**config.mk**
```make
export PLATFORM = sky130hd
export DESIGN_NAME = uart_tx_fifo_sequencer
export DESIGN_NICKNAME = d
export VERILOG_FILES = /design/src/rtl/uart_tx_fifo_sequencer.sv
export SDC_FILE = /design/constraint.sdc
export NUM_CORES = 1
export LEC_CHECK = 0
export BUFFER_PORTS_ARGS = -buffer_cell sky130_fd_sc_hd__buf_2
export CAP_MARGIN = 0
export CORE_MARGIN = 10
export CORE_UTILIZATION = 30
export CTS_CLUSTER_DIAMETER = 100
export CTS_CLUSTER_SIZE = 25
export DETAILED_ROUTE_END_ITERATION = 12
export HOLD_SLACK_MARGIN = 0.15
export PLACE_DENSITY = 0.65
export SYNTH_ARGS = -nofsm -noshare
export SYNTH_HDL_FRONTEND = slang
export SYNTH_SLANG_ARGS = --single-unit
```
**constraint.sdc**
```tcl
create_clock -name clk_i -period 2.4 [get_ports clk_i]
set_input_delay 0.24 -clock clk_i [delete_from_list [all_inputs] [get_ports clk_i]]
set_output_delay 0.24 -clock clk_i [all_outputs]
set_load 0.01 [all_outputs]
```
**src/rtl/uart_tx_fifo_sequencer.sv**
```systemverilog
// UART TX sequencer: drains an FWFT TX FIFO into the transmitter with flow control, gap and flush.
// Optional low-water interrupt enabled by defining TX_THRESHOLD_IRQ_EN.
module uart_tx_fifo_sequencer #(
    parameter int DATA_WIDTH = 8,
    parameter int FIFO_DEPTH = 32,
    parameter int GAP_CYCLES = 0,
    localparam int CW = $clog2(FIFO_DEPTH + 1)
) (
    input  logic                  clk_i,
    input  logic                  rst_i,
    input  logic                  enable_i,
    input  logic                  flush_i,
    input  logic                  cts_i,
    input  logic                  fifo_empty_i,
    input  logic                  fifo_full_i,
    input  logic                  fifo_write_i,
    input  logic [DATA_WIDTH-1:0] fifo_rd_data_i,
    output logic                  fifo_read_o,
    output logic [DATA_WIDTH-1:0] tx_data_o,
    output logic                  tx_start_o,
    input  logic                  tx_done_i,
    output logic                  busy_o,
    output logic                  flushing_o,
    input  logic [CW-1:0]         threshold_i,
    output logic                  thr_irq_o
);

    localparam int GW = (GAP_CYCLES > 1) ? $clog2(GAP_CYCLES) : 1;
    localparam logic [GW-1:0] GAP_LOAD =
        GW'((GAP_CYCLES > 0) ? GAP_CYCLES - 1 : 0);

    typedef enum logic [2:0] {
        S_IDLE,
        S_FETCH,
        S_START,
        S_BUSY,
        S_GAP,
        S_FLUSH
    } state_t;

    state_t          state_q;
    state_t          state_d;
    logic [GW-1:0]   gap_q;

    always_ff @(posedge clk_i or posedge rst_i) begin
        if (rst_i) begin
            state_q   <= S_IDLE;
            gap_q     <= '0;
            tx_data_o <= '0;
        end else begin
            state_q <= state_d;
            if (state_q == S_FETCH) begin
                tx_data_o <= fifo_rd_data_i;
            end
            if (state_q == S_BUSY && tx_done_i) begin
                gap_q <= GAP_LOAD;
            end else if (state_q == S_GAP && gap_q != '0) begin
                gap_q <= gap_q - GW'(1);
            end
        end
    end

    always_comb begin
        state_d = state_q;
        case (state_q)
            S_IDLE: begin
                // flush wins over a pending transmit
                if (flush_i) begin
                    state_d = S_FLUSH;
                end else if (enable_i && cts_i && !fifo_empty_i) begin
                    state_d = S_FETCH;
                end
            end
            S_FETCH: state_d = S_START;
            S_START: state_d = S_BUSY;
            S_BUSY: begin
                if (tx_done_i) begin
                    state_d = (GAP_CYCLES == 0) ? S_IDLE : S_GAP;
                end
            end
            S_GAP: begin
                if (gap_q == '0) begin
                    state_d = S_IDLE;
                end
            end
            S_FLUSH: begin
                if (fifo_empty_i) begin
                    state_d = S_IDLE;
                end
            end
            default: state_d = S_IDLE;
        endcase
    end

    assign fifo_read_o = ((state_q == S_FETCH) || (state_q == S_FLUSH))
                         && !fifo_empty_i;
    assign tx_start_o  = (state_q == S_START);
    assign busy_o      = (state_q != S_IDLE);
    assign flushing_o  = (state_q == S_FLUSH);

`ifdef TX_THRESHOLD_IRQ_EN
    logic [CW-1:0] occ_q;
    logic          thr_q;
    logic          occ_inc;
    logic          occ_dec;

    assign occ_inc = fifo_write_i && !fifo_full_i;
    assign occ_dec = fifo_read_o;

    always_ff @(posedge clk_i or posedge rst_i) begin
        if (rst_i) begin
            occ_q <= '0;
            thr_q <= 1'b0;
        end else begin
            if (occ_inc && !occ_dec && occ_q != CW'(FIFO_DEPTH)) begin
                occ_q <= occ_q + CW'(1);
            end else if (occ_dec && !occ_inc && occ_q != '0) begin
                occ_q <= occ_q - CW'(1);
            end
            thr_q <= (occ_q <= threshold_i);
        end
    end

    assign thr_irq_o = thr_q;
`else
    logic unused_thr;
    assign unused_thr = ^{threshold_i, fifo_write_i, fifo_full_i};
    assign thr_irq_o  = 1'b0;
`endif

endmodule

```
Word-level counts from Yosys, hierarchy flattened
Index checks and enable logic that the tools add are counted.
{"block": "word_totals", "regBits": 12, "in_bits": 23, "output_inout_bits": 13, "word_cells": 32}
{"block": "op_classes", "n_reduce_logical": 11, "n_addsub": 1, "n_mux": 8, "n_eq_ne": 9}
{"cell": "3-bit one-hot mux with 6 select lines", "n": 1}
{"cell": "3-bit 2-to-1 mux", "n": 5}
{"cell": "3-bit by 2-bit equality test with 1-bit output, second input constant", "n": 2}
{"cell": "3-bit equality test, second input constant", "n": 2}
{"cell": "2-bit != test, second input constant", "n": 3}
{"cell": "1-bit logical AND", "n": 5}
{"cell": "4-bit AND reduction", "n": 1}
{"cell": "3-bit by 1-bit equality test with 1-bit output, second input constant", "n": 1}
{"cell": "3-bit zero test", "n": 1}
{"cell": "3-bit != test, second input constant", "n": 1}
{"cell": "3-bit nonzero test", "n": 1}
{"cell": "1-bit 2-to-1 mux", "n": 2}
{"cell": "2-bit nonzero test", "n": 1}
{"cell": "1-bit zero test", "n": 1}
{"cell": "1-bit logical OR", "n": 1}
{"cell": "1-bit subtractor, second input constant", "n": 1}

Depth between registers and ports, before layout
{"block": "logic_depth", "depth_word": 5, "mapped_depth": 4, "mapped_depth_nobuf": 3}

Worst setup path after synthesis
OpenSTA, ideal clock, no wires.
{"block": "synth_path", "kind": "register -> register", "startpoint": "reg state_q[1]", "endpoint": "reg tx_data_o[0]", "arrival_time_ns": 1.117, "setup_ns": 0.125, "path_buffers": 0, "synth_period_minus_slack_ns": 1.242, "t_required_ns": 2.275, "setup_slack_ns": 1.158, "stages_incl_launch_ff": 4, "cell_sequence": "dfrtp_1 -> nand2b_2 -> nor2_8 -> mux2_2"}
{"block": "synth_via", "elab_chain_cells": 1}
{"item": "start: declaration", "line": "41", "text": "state_t state_q;"}
{"item": "start signal: assignment", "line": "51", "text": "state_q <= state_d;"}
{"item": "3-bit by 1-bit equality test with 1-bit output", "line": "52", "text": "if (state_q == S_FETCH) begin"}
{"item": "end signal: assignment", "line": "53", "text": "tx_data_o <= fifo_rd_data_i;"}
{"item": "end: declaration", "line": "19", "text": "output logic [DATA_WIDTH-1:0] tx_data_o,"}
Every way passes these cells.
A chain may end at the register's enable or synchronous reset.

Worst setup path in the final report
{"block": "layout_path", "startpoint": "reg state_q[1]", "endpoint": "out fifo_read_o"}
{"block": "layout_via", "elab_chain_cells": 3, "word_cells_on_any_way": 4, "cone_classes": "2 x eq/ne; 2 x reduce/logical"}
{"item": "3-bit by 1-bit equality test with 1-bit output / 3-bit equality test (equally long branches)", "line": "95", "text": "assign fifo_read_o = ((state_q == S_FETCH) || (state_q == S_FLUSH))"}
{"item": "1-bit logical OR *", "line": "95"}
{"item": "1-bit logical AND *", "line": "96", "text": "&& !fifo_empty_i;"}
{"item": "end: declaration", "line": "18", "text": "output logic fifo_read_o,"}
Every way passes the cells marked *; elsewhere a longest branch is shown, timed or not.

==> results.yml <==
power:
  power_density_nw_per_um2: 1210
  power_switching_mw: 0.3162
  combPwrFrac_pct: 42.5
  power.internal_mw: 0.5939
  vdd.ir_drop.worst_mv: 0.5227
  power.leakage_nw: 0.3791
  seqPwrFrac_pct: 40.7
  p_sw_share_pct: 34.75
  pwr-share-clk_pct: 16.8
floorplanning:
  fp.dieW_um: 63.18
  coreArea_um2: 1745
  start_util_pct: 32.04
  die-area_um2: 3991
  rows: 15
  die_h_um: 63.18
  pin_count: 36
timing:
  slew_violations: 0
  hold_ws_ps: 196.6
  setup_viol: 0
  max_freq_mhz: 666.9
  rsz0062_at_grt: "false"
  setup_tns_ps: 0
  hold_violations: 0
  period_needed_ps: 1499
  fin_worst_skew_ps: 1.629
  finalCritPeriodShare_pct: 62.47
finish:
  drive_gt1_share_pct: 51.95
  final_area_um2: 752.0
  diodes: 0
  fin_util_pct: 43.08
  nets: 101
  layout.cells.non_filler: 102
  area_delta_synth_final_pct: 34.45
clock_tree:
  clk_pin_slew_ps: 70
  clock_sinks: 12
  clkLatencyLatePin_ps: 270
  clockBufferDepth: 2
  htree_levels: 1
  numCtsBuffers: 3
  cts-root-buf: "clkbuf_4"
  cts_tree: "yes"
  cts_setup_buffers: 0
logic_synthesis:
  yosysUniqueCellTypes: 18
  synth_mux_area_share_pct: 16.11
  synth_seq_cells: 12
  netlist_top_cells_area: "dfrtp_1 54%, mux2_2 16%, nor2_8 3.6%"
  synth-simple-area-share_pct: 18.57
  synth_nets: 71
  synth_top_family_by_area: "simple AND/OR/NAND/NOR gates"
  syn_area_per_cell_um2: 11.65
  yosys_warnings: 0
  synth.largest_area_cell: "dfrtp_1"
  yosysTopAreaCellShare_pct: 53.69
  synth_xor_area_share_pct: 0
  synthAdderAreaFrac_pct: 0
  syn_area_um2: 559.3
  syn_inst: 48
  synth-compound-area-share_pct: 6.935
  yosysSeqAreaShare_pct: 53.69
critical_path:
  crit_type: "flip-flop to output pin"
  r2r_end: "tx_data_o[2]"
  required_ps: 2160
  ff2ff_setup_slack_ps: 1060
  endpoint_kind: "output pin"
  critPathArrivalTime_ps: 1260
  r2r_start: "state_q[1]"
  cp_max_fo: 7
  r2r_cells: 3
  start_kind: "flip-flop"
worst_hold_path:
  hp-start: "fifo_rd_data_i[3]"
  hp-class: "primary input to flip-flop"
  min_path_cells: 2
  hold_path_end: "tx_data_o[3]"
place:
  place_congestion: 0.6527
  dp.cells: 97
  io_buffers: 26
  dp_hpwl_um: 1000
  placed_area_um2: 705.7
global_routing:
  antenna_found_initial: 0
  grt_first_pass_wirelength_um: 1918
  grt_usage_pct: 5.777
  first_global_vias: 448
  grt_max_degree: 13
  grt_overflow: 0
drt:
  initialDrtViolationCount: 2
  drc_errors: 0
  via_count: 428
  route.detailed.wl_per_inst_um: 11.60
  wl_um: 1183
  vias_per_cell: 4.196
  antenna_left: 0
  firstDrtPassIters: 3
job:
  drv_cap: 0
run_status:
  outcome: "finished clean"
[layout by cell type (no fill, tap or decap)]
cell type and instances:
clkbuf_4 3, nand2b_2 1, nand2_1 4, nor3b_1 2, or2b_1 1, nor2_1 5, inv_1 2, nor2b_1 1
and2b_1 1, nand3_1 1, dfrtp_1 12, mux2_2 8, nor2_8 1, clkbuf_8 1, a22o_1 1, a21oi_1 2
conb_1 1, dlygate4sd3_1 1, o21ai_0 2, buf_2 26, o211a_1 1
[cell type report]
class | instances | area [um^2]
Inverter | 2 | 7.507
Clock buffer | 4 | 36.28
Sequential cell | 12 | 300.3
Timing Repair Buffer | 27 | 140.1
Fill cell | 181 | 993.5
Tap cell | 25 | 31.28
Multi-Input combinational cell | 32 | 236.5
[synth_stat cells]
master	number
buf_4	2
nor3b_1	2
nand3_1	1
mux2_2	8
nand2b_2	1
inv_1	2
nor2_1	5
or2b_1	1
nor2_8	1
a21oi_1	2
a22o_1	1
nand2_1	4
conb_1	1
o211a_1	1
and2b_1	1
o21ai_0	2
nor2b_1	1
dfrtp_1	12
[metal layers]
metal	part of all wire (%)	wire length, um	track usage [%]	vias up
met4	0.85	10	3.279	0
met5	0	0	0	-
met2	58	682	10.41	9
li1	-	-	-	215
met1	34	407	5.226	201
met3	7.0	83	2.650	3
[worst max path at each step]
stage                    start            to  slack [ps]
floorplan           state_q[1]  tx_data_o[0]        1160
global placement    state_q[1]  tx_data_o[7]        1070
detailed placement  state_q[1]  tx_data_o[2]        1050
CTS                 state_q[1]   fifo_read_o         870
global route        state_q[2]    flushing_o         800
finish              state_q[1]   fifo_read_o         900
[through the flow]
stage / setup WS, ps / power, mW
6_report: 900.6 / 0.9101
5_1_grt: 797.4 / 0.9822
4_1_cts: 868.8 / 0.9373
3_5_place_dp: 1047 / 0.7770
3_3_place_gp: 1068 / 0.7635
2_1_floorplan: 1158 / 0.6303
[flip-flops by register name (all words and copies together), names as in the netlist]
register   cells
gap_q          1
tx_data_o      8
state_q        3
[power by group through the flow]
stage               registers (mW)  clock network (mW)  logic [mW]
CTS                          0.373               0.163       0.402
global route                 0.389               0.167       0.425
detailed placement           0.377                   0       0.400
floorplan                    0.388                   0       0.242
finish                       0.371               0.153       0.387
global placement             0.371                   0       0.392
[timing repair]
| item | 4_1_cts | 5_1_grt |
|---|---|---|
| endpoints found under the setup margin | 0 | 0 |
| hold buffers | 1 | 0 |
| gates resized for setup | 0 | 0 |
| hold endpoints to repair | 12 | 0 |
[worst max-delay path, cell delays in order (launching register included)]
cell,delay [ps]
dfrtp_1,440
nand2b_2,260
nor2_1,140
buf_2,150
[cells by family (layout without fill, tap and decap cells)]
logic type             count (synthesis)  after routing
and+or+nand+nor                       17             17
muxes                                  8              8
DFF                                   12             12
buffers and inverters                  4             33
other                                  1              1
AOI/OAI and AO/OA                      6              6
(Power assumes the default switching activity.)
